### src/rtl/stub_hit_scheduler_if.sv
// Record input stream and parallel hit output bundle of stub_hit_scheduler.
// slave: the scheduler side; master: the record source / hit consumer side.
interface stub_hit_scheduler_if #(
  parameter int N_HITS = 3,
  parameter int STUB_W = 8,
  parameter int BEND_W = 5,
  parameter int TS_W   = 32
);
  localparam int DATA_W = STUB_W + BEND_W;

  logic                     rec_valid;
  logic                     rec_ready;
  logic [TS_W-1:0]          rec_ts;
  logic [5:0]               rec_layer;
  logic [3:0]               rec_phi;
  logic [3:0]               rec_z;
  logic [2:0]               rec_fe;
  logic [STUB_W-1:0]        rec_stub;
  logic [BEND_W-1:0]        rec_bend;

  logic [N_HITS-1:0]        hit_dv;
  logic [N_HITS*DATA_W-1:0] hit_data;
  logic [TS_W-1:0]          hit_ts;
  logic                     hit_ovf;

  modport master (
    output rec_valid, rec_ts, rec_layer, rec_phi, rec_z, rec_fe, rec_stub, rec_bend,
    input  rec_ready, hit_dv, hit_data, hit_ts, hit_ovf
  );

  modport slave (
    input  rec_valid, rec_ts, rec_layer, rec_phi, rec_z, rec_fe, rec_stub, rec_bend,
    output rec_ready, hit_dv, hit_data, hit_ts, hit_ovf
  );
endinterface

### src/rtl/stub_hit_scheduler.sv
// Filters timestamped stub records for this front-end into an in-order FIFO and,
// on each BX strobe, emits up to N_HITS stubs whose timestamp equals the BX counter.
module stub_hit_scheduler #(
  parameter int N_HITS = 3,
  parameter int STUB_W = 8,
  parameter int BEND_W = 5,
  parameter int TS_W   = 32,
  parameter int DEPTH  = 16
) (
  input  logic                   clk,
  input  logic                   rst_n,
  input  logic                   en_i,
  input  logic [5:0]             layer_i,
  input  logic [3:0]             phi_i,
  input  logic [3:0]             z_i,
  input  logic [2:0]             fe_i,
  stub_hit_scheduler_if.slave    rec_if,
  output logic [TS_W-1:0]        ts_cnt_o,
  output logic [15:0]            late_cnt_o,
  output logic [15:0]            ovf_cnt_o,
  output logic [$clog2(DEPTH):0] fifo_level_o
);
  localparam int DATA_W = STUB_W + BEND_W;
  localparam int ENT_W  = TS_W + DATA_W;
  localparam int AW     = $clog2(DEPTH);
  localparam int LVL_W  = AW + 1;

  logic [ENT_W-1:0]         mem_q [DEPTH];
  logic [AW-1:0]            wr_ptr_q;
  logic [AW-1:0]            rd_ptr_q;
  logic [LVL_W-1:0]         level_q;
  logic [LVL_W-1:0]         level_d;
  logic                     ready_q;
  logic [TS_W-1:0]          ts_cnt_q;
  logic [N_HITS-1:0]        hit_dv_q;
  logic [N_HITS*DATA_W-1:0] hit_data_q;
  logic [TS_W-1:0]          hit_ts_q;
  logic                     hit_ovf_q;
  logic [15:0]              late_cnt_q;
  logic [15:0]              late_cnt_d;
  logic [15:0]              ovf_cnt_q;
  logic [15:0]              ovf_cnt_d;

  logic                     addr_match_s;
  logic                     push_s;
  logic [3:0]               pop_s;
  logic [N_HITS:0]          head_occ_s;
  logic [TS_W-1:0]          head_ts_s   [N_HITS+1];
  logic [DATA_W-1:0]        head_data_s [N_HITS+1];
  logic                     scan_s;
  logic [3:0]               n_pop_s;
  logic [3:0]               n_late_s;
  logic [3:0]               n_hit_s;
  logic [N_HITS*DATA_W-1:0] slot_data_s;
  logic [N_HITS-1:0]        slot_dv_s;
  logic                     ovf_s;
  logic [16:0]              late_sum_s;

  // Head window: the N_HITS candidates plus the one behind them for overflow detection.
  always_comb begin
    for (int i = 0; i <= N_HITS; i++) begin
      head_occ_s[i]  = (LVL_W'(i) < level_q);
      head_ts_s[i]   = mem_q[rd_ptr_q + AW'(i)][ENT_W-1 -: TS_W];
      head_data_s[i] = mem_q[rd_ptr_q + AW'(i)][DATA_W-1:0];
    end
  end

  // BX scan: pop the due prefix, packing on-time stubs into slots in FIFO order.
  always_comb begin
    scan_s      = 1'b1;
    n_pop_s     = 4'd0;
    n_late_s    = 4'd0;
    n_hit_s     = 4'd0;
    slot_data_s = '0;
    slot_dv_s   = '0;
    for (int i = 0; i < N_HITS; i++) begin
      if (scan_s && head_occ_s[i] && (head_ts_s[i] <= ts_cnt_q)) begin
        n_pop_s = n_pop_s + 4'd1;
        if (head_ts_s[i] == ts_cnt_q) begin
          slot_data_s = slot_data_s | ((N_HITS*DATA_W)'(head_data_s[i]) << (n_hit_s * DATA_W));
          slot_dv_s   = slot_dv_s | (N_HITS'(1) << n_hit_s);
          n_hit_s     = n_hit_s + 4'd1;
        end else begin
          n_late_s = n_late_s + 4'd1;
        end
      end else begin
        scan_s = 1'b0;
      end
    end
    ovf_s = (n_hit_s == 4'(N_HITS)) && head_occ_s[N_HITS] && (head_ts_s[N_HITS] == ts_cnt_q);
  end

  // Write filter, FIFO occupancy and saturating statistics.
  always_comb begin
    addr_match_s = (rec_if.rec_layer == layer_i) && (rec_if.rec_phi == phi_i) &&
                   (rec_if.rec_z == z_i) && (rec_if.rec_fe == fe_i);
    push_s       = rec_if.rec_valid && ready_q && addr_match_s;
    pop_s        = en_i ? n_pop_s : 4'd0;
    level_d      = level_q + LVL_W'(push_s) - LVL_W'(pop_s);
    late_sum_s   = {1'b0, late_cnt_q} + 17'(en_i ? n_late_s : 4'd0);
    late_cnt_d   = late_sum_s[16] ? 16'hFFFF : late_sum_s[15:0];
    if (en_i && ovf_s && (ovf_cnt_q != 16'hFFFF)) begin
      ovf_cnt_d = ovf_cnt_q + 16'd1;
    end else begin
      ovf_cnt_d = ovf_cnt_q;
    end
  end

  // Control, counters and registered hit outputs; hit data/ts hold between BXs.
  always_ff @(posedge clk or negedge rst_n) begin
    if (!rst_n) begin
      wr_ptr_q   <= '0;
      rd_ptr_q   <= '0;
      level_q    <= '0;
      ready_q    <= 1'b1;
      ts_cnt_q   <= '0;
      hit_dv_q   <= '0;
      hit_data_q <= '0;
      hit_ts_q   <= '0;
      hit_ovf_q  <= 1'b0;
      late_cnt_q <= 16'd0;
      ovf_cnt_q  <= 16'd0;
    end else begin
      wr_ptr_q   <= wr_ptr_q + AW'(push_s);
      rd_ptr_q   <= rd_ptr_q + AW'(pop_s);
      level_q    <= level_d;
      ready_q    <= (level_d != LVL_W'(DEPTH));
      late_cnt_q <= late_cnt_d;
      ovf_cnt_q  <= ovf_cnt_d;
      if (en_i) begin
        ts_cnt_q   <= ts_cnt_q + TS_W'(1);
        hit_dv_q   <= slot_dv_s;
        hit_data_q <= slot_data_s;
        hit_ts_q   <= ts_cnt_q;
        hit_ovf_q  <= ovf_s;
      end else begin
        hit_dv_q  <= '0;
        hit_ovf_q <= 1'b0;
      end
    end
  end

  // FIFO storage; validity is tracked by the pointers, so no reset is needed here.
  always_ff @(posedge clk) begin
    if (push_s) begin
      mem_q[wr_ptr_q] <= {rec_if.rec_ts, rec_if.rec_stub, rec_if.rec_bend};
    end else begin
      mem_q[wr_ptr_q] <= mem_q[wr_ptr_q];
    end
  end

  assign rec_if.rec_ready = ready_q;
  assign rec_if.hit_dv    = hit_dv_q;
  assign rec_if.hit_data  = hit_data_q;
  assign rec_if.hit_ts    = hit_ts_q;
  assign rec_if.hit_ovf   = hit_ovf_q;
  assign ts_cnt_o         = ts_cnt_q;
  assign late_cnt_o       = late_cnt_q;
  assign ovf_cnt_o        = ovf_cnt_q;
  assign fifo_level_o     = level_q;
endmodule
### src/flat_wrapper.sv
// flat-port wrapper written by rule: the top's interface ports become plain ports
module stub_hit_scheduler_flat 
#(
  parameter int N_HITS = 3,
  parameter int STUB_W = 8,
  parameter int BEND_W = 5,
  parameter int TS_W   = 32,
  parameter int DEPTH  = 16
)
  (clk, rst_n, en_i, layer_i, phi_i, z_i, fe_i, ts_cnt_o, late_cnt_o, ovf_cnt_o, fifo_level_o, rec_if_rec_valid, rec_if_rec_ts, rec_if_rec_layer, rec_if_rec_phi, rec_if_rec_z, rec_if_rec_fe, rec_if_rec_stub, rec_if_rec_bend, rec_if_rec_ready, rec_if_hit_dv, rec_if_hit_data, rec_if_hit_ts, rec_if_hit_ovf);
  stub_hit_scheduler_if #(.N_HITS(N_HITS), .STUB_W(STUB_W), .BEND_W(BEND_W), .TS_W(TS_W)) rec_if_i ();
  input  logic clk;
  input  logic rst_n;
  input  logic en_i;
  input  logic [5:0] layer_i;
  input  logic [3:0] phi_i;
  input  logic [3:0] z_i;
  input  logic [2:0] fe_i;
  output logic [TS_W-1:0] ts_cnt_o;
  output logic [15:0] late_cnt_o;
  output logic [15:0] ovf_cnt_o;
  output logic [$clog2(DEPTH):0] fifo_level_o;
  input wire logic [$bits(rec_if_i.rec_valid)-1:0] rec_if_rec_valid;
  input wire logic [$bits(rec_if_i.rec_ts)-1:0] rec_if_rec_ts;
  input wire logic [$bits(rec_if_i.rec_layer)-1:0] rec_if_rec_layer;
  input wire logic [$bits(rec_if_i.rec_phi)-1:0] rec_if_rec_phi;
  input wire logic [$bits(rec_if_i.rec_z)-1:0] rec_if_rec_z;
  input wire logic [$bits(rec_if_i.rec_fe)-1:0] rec_if_rec_fe;
  input wire logic [$bits(rec_if_i.rec_stub)-1:0] rec_if_rec_stub;
  input wire logic [$bits(rec_if_i.rec_bend)-1:0] rec_if_rec_bend;
  output wire logic [$bits(rec_if_i.rec_ready)-1:0] rec_if_rec_ready;
  output wire logic [$bits(rec_if_i.hit_dv)-1:0] rec_if_hit_dv;
  output wire logic [$bits(rec_if_i.hit_data)-1:0] rec_if_hit_data;
  output wire logic [$bits(rec_if_i.hit_ts)-1:0] rec_if_hit_ts;
  output wire logic [$bits(rec_if_i.hit_ovf)-1:0] rec_if_hit_ovf;
  assign rec_if_i.rec_valid = rec_if_rec_valid;
  assign rec_if_i.rec_ts = rec_if_rec_ts;
  assign rec_if_i.rec_layer = rec_if_rec_layer;
  assign rec_if_i.rec_phi = rec_if_rec_phi;
  assign rec_if_i.rec_z = rec_if_rec_z;
  assign rec_if_i.rec_fe = rec_if_rec_fe;
  assign rec_if_i.rec_stub = rec_if_rec_stub;
  assign rec_if_i.rec_bend = rec_if_rec_bend;
  assign rec_if_rec_ready = rec_if_i.rec_ready;
  assign rec_if_hit_dv = rec_if_i.hit_dv;
  assign rec_if_hit_data = rec_if_i.hit_data;
  assign rec_if_hit_ts = rec_if_i.hit_ts;
  assign rec_if_hit_ovf = rec_if_i.hit_ovf;
  stub_hit_scheduler #(.N_HITS(N_HITS), .STUB_W(STUB_W), .BEND_W(BEND_W), .TS_W(TS_W), .DEPTH(DEPTH)) u_core (.clk(clk), .rst_n(rst_n), .en_i(en_i), .layer_i(layer_i), .phi_i(phi_i), .z_i(z_i), .fe_i(fe_i), .rec_if(rec_if_i), .ts_cnt_o(ts_cnt_o), .late_cnt_o(late_cnt_o), .ovf_cnt_o(ovf_cnt_o), .fifo_level_o(fifo_level_o));
endmodule
### config.mk
export PLATFORM = sky130hd
export DESIGN_NAME = stub_hit_scheduler_flat
export DESIGN_NICKNAME = d
export VERILOG_FILES = /design/src/rtl/stub_hit_scheduler_if.sv /design/src/rtl/stub_hit_scheduler.sv /design/src/flat_wrapper.sv
export SDC_FILE = /design/constraint.sdc
export NUM_CORES = 2
export LEC_CHECK = 0
export CORE_ASPECT_RATIO = 0.75
export CORE_MARGIN = 3
export CORE_UTILIZATION = 25
export DETAILED_ROUTE_END_ITERATION = 8
export GPL_TIMING_DRIVEN = 0
export HOLD_SLACK_MARGIN = 0.1
export PLACE_DENSITY_LB_ADDON = 0.1
export SYNTH_ARGS = -nofsm -noshare
export SYNTH_HDL_FRONTEND = slang
export SYNTH_SLANG_ARGS = --single-unit
### constraint.sdc
create_clock -name clk -period 21.9 [get_ports clk]
set_clock_uncertainty 0.1 [all_clocks]
set_input_delay 2.19 -clock clk [delete_from_list [all_inputs] [get_ports clk]]
set_output_delay 2.19 -clock clk [all_outputs]
set_load 0.1 [all_outputs]
==> flow_summary_export.csv <==
group,metric,value,unit
status,status,"complete, but fails checks",
status,violations,"capacitance limit, slew limit",
worst_setup_path,worst_path_max_delay_cell,"a2111oi_0",
clock_tree,cts_buffers,106,
synthesis,synth_nets,3211,
timing,fin_crit,19810,ps
timing,rsz0062_at_grt,"no",
synthesis,netlist_area,52060,µm²
power,power.density,176.6,nW/µm²
final_layout,final_cell_count_no_fill,6292,
synthesis,synth-seq-cells,873,
worst_setup_path,r2r_end,"u_core.late_cnt_o[9]",
power,leakage,20.85,nW
power,finalPower,11.11,mW
worst_setup_path,cp-startpoint,"u_core.rd_ptr_q[1]",
timing,relSlewSlack,-0.03888,
clock_tree,post_cts_resized,0,
final_layout,postLayoutCellArea,62930,µm²
synthesis,yosys-top-cells-area,"edfxtp_1 (42%), mux4_2 (33%), dfrtp_1 (7.3%)",
clock_tree,htree_levels,3,
final_layout,n_fill_cell,20290,
worst_setup_path,worstSetupPathType,"reg2reg",
clock_tree,ctsHoldBuffers,0,
clock_tree,clock_latency,760,ps
power,ir_drop,0.1527,mV
die,dieArea,213800,µm²
die,core,206100,µm²
synthesis,synth_edf_count,720,
placed_design,placed_cell_area,59460,µm²
synthesis,synth.distinct_cells,68,
die,ios,228,
die,die_w,532.9,µm
final_layout,layout_commonest_cell,"mux4_2",
route,totalWireLength,261300,µm
global_route,grt_pass1_wl,346000,µm
die,die-height,401.2,µm
min_path,hold_class,"reg2reg",
placed_design,hpwl,190900,µm
timing,tns,0,ps
timing,clock.fmax,50.47,MHz
clock_tree,cts_root_buf,"clkbuf_16",
clock_tree,post_cts_buffers,0,
worst_setup_path,critPathCaptureType,"flop",
global_route,grt.overflow.total,0,
synthesis,async_reset_ff_frac,0.1753,
global_route,antenna_found_initial,24,
timing,fin_crit_sh,0.9048,
route,drt_iter0_markers,5454,
route,drt-pass1-iter-count,5,
worst_setup_path,reg2reg_depth,40,
synthesis,yosysTopAreaCell,"edfxtp_1",
placed_design,globalplace.congestion,0.8905,
route,drc,0,
final_layout,final_cell_mix,"mux4_2 (764), edfxtp_1 (720), clkdlybuf4s50_1 (225)",
clock_tree,cts_buffer_depth,3,
worst_setup_path,critPathLaunchType,"flop",
final_layout,area_delta_synth_final,20.90,%
worst_setup_path,worstPathRequired,22470,ps
placed_design,numPortBuffers,226,
synthesis,postSynthCellCount,2999,
worst_setup_path,crit_end,"u_core.late_cnt_o[9]",
global_route,grt_max_degree,82,
timing,maxSlewViolCount,44,
worst_setup_path,path_max_fanout,10,
worst_setup_path,path_common_cell,"clkbuf_1",
min_path,hp-start,"u_core.rec_if.hit_data[2]",
die,start_util,0.2526,
timing,tightest_slew,1558,ps
clock_tree,clkTransAtPathRegs,60,ps
timing,hold_viol_final,0,
route,drtAntennaViolNets,0,
global_route,grt_pass1_vias,35110,
worst_setup_path,rrSetupSlack,2090,ps
run,maxCapViolCount,4,
route,vias,36640,
synthesis,ys_seq_area_frac,0.4889,
route,wl_per_cell,41.53,µm
worst_setup_path,arrival,20390,ps
route,viasPerCell,5.824,
synthesis,syn_area_per_cell,17.36,µm²
clock_tree,cts.sinks,873,
placed_design,pre_cts_ws,2341,ps
die,row_count,144,
final_layout,drive_gt1_frac,0.3537,
synthesis,yosysWarningCount,0,
worst_setup_path,reg2reg_from,"u_core.rd_ptr_q[1]",
global_route,track_usage,0.2396,
final_layout,fin_nets,3633,
clock_tree,cts_tree,"built",
synthesis,synth_ff_type,"edfxtp_1",
timing,setup_viol,0,
synthesis,synth_top_area_frac,0.4153,
timing,fin_ws,2085,ps
placed_design,placedCellCount,6086,
worst_setup_path,slowest_delay,1130,ps
[critical path: cells and delay by family, from the launching register on]
kind	cells	cell delay [ps]
AO/OA/AOI/OAI	11	4410
XOR/XNOR	1	210
adder cells (fa/ha/maj)	5	1480
buffers and inverters	14	9530
flip-flops	1	580
multiplexers	2	760
AND/OR/NAND/NOR	7	2500
[where the power goes]
part / switching [mW] / internal [mW]
clock network: 0.782 / 0.999
registers: 0.0768 / 1.84
logic: 4.66 / 2.75
total: 5.52 / 5.59
[worst min path at each step]
| stage | end | cells after the start |
|---|---|---|
| finish | u_core.rec_if.hit_data[2] | 2 |
| global placement | u_core.rec_if.hit_data[0] | 2 |
| global route | u_core.ovf_cnt_o[13] | 1 |
| CTS | u_core.rec_if.hit_data[2] | 2 |
| floorplan | u_core.rd_ptr_q[0] | 1 |
| detailed placement | u_core.rec_if.hit_data[4] | 2 |
[synth_stat cells (all sizes together), types with 4 or more instances]
master and instances:
o211ai 8, a21o 26, nor2 83, nand2b 11
nor4 21, mux2i 90, nand2 90, a211oi 7
edfxtp 720, a221oi 17, and3 19, a22o 4
mux4 767, clkbuf 114, nand3b 11, a32oi 8
buf 116, o21ai 54, dfrtp 152, a21oi 67
o21a 4, inv 83, a22oi 27, nand4 49
or3 5, nor3 43, nor2b 12, xnor2 98
nor3b 14, nand3 32, xor2 31, ha 126
mux2 46, and2 8
[per-layer routing]
| layer | GRT usage | share of wire | vias up |
|---|---|---|---|
| met3 | 0.06725 | 0.098 | 316 |
| met1 | 0.3644 | 0.46 | 20260 |
| met2 | 0.3345 | 0.42 | 2380 |
| met5 | 0 | 0.00010 | - |
| met4 | 0.05358 | 0.024 | 4 |
| li1 | - | - | 13680 |
[kinds of logic (layout without fill, tap and decap cells)]
family | Yosys count | in the layout | share of synthesized area
flip-flops | 873 | 873 | 0.4889
AND/OR/NAND/NOR | 410 | 410 | 0.04125
AO/OA/AOI/OAI | 242 | 242 | 0.03048
other | 0 | 7 | 0
multiplexers | 903 | 903 | 0.3593
XOR/XNOR | 129 | 129 | 0.02199
adder cells (fa/ha/maj) | 129 | 129 | 0.03144
buffers and inverters | 313 | 825 | 0.02663
[layout make-up]
| class | count | area (µm²) | share of cell area |
|---|---|---|---|
| Inverter | 83 | 314.1 | 0.004990 |
| Multi-Input combinational cell | 1813 | 25460 | 0.4046 |
| Clock buffer | 146 | 3052 | 0.04849 |
| Antenna cell | 7 | 17.52 | 0.0002783 |
| Buffer | 230 | 1115 | 0.01771 |
| Sequential cell | 873 | 25450 | 0.4044 |
| Timing Repair Buffer | 314 | 3677 | 0.05843 |
| Clock inverter | 52 | 376.6 | 0.005984 |
| Tap cell | 2774 | 3471 | 0.05515 |
[flip-flops by register name, indices dropped and copies added (netlist names)]
name and cells:
u_core.late_cnt_o 16, u_core.ts_cnt_o 32, u_core.rec_if.hit_ts 32, u_core.rec_if.hit_dv 3
u_core.rec_if.rec_ready 1, u_core.fifo_level_o 5, u_core.wr_ptr_q 4, u_core.ovf_cnt_o 16
u_core.rec_if.hit_data 39, u_core.mem_q 720, u_core.rec_if.hit_ovf 1, u_core.rd_ptr_q 4
[stage by stage]
step,hold slack (ps),utilization
6_report,395.6,0.3053
4_1_cts,407.3,0.3051
3_5_place_dp,391.2,0.2885
5_1_grt,420.2,0.3053
3_3_place_gp,378.2,0.2804
2_1_floorplan,408.1,-
Note: power is estimated with default switching activity, not from simulation.
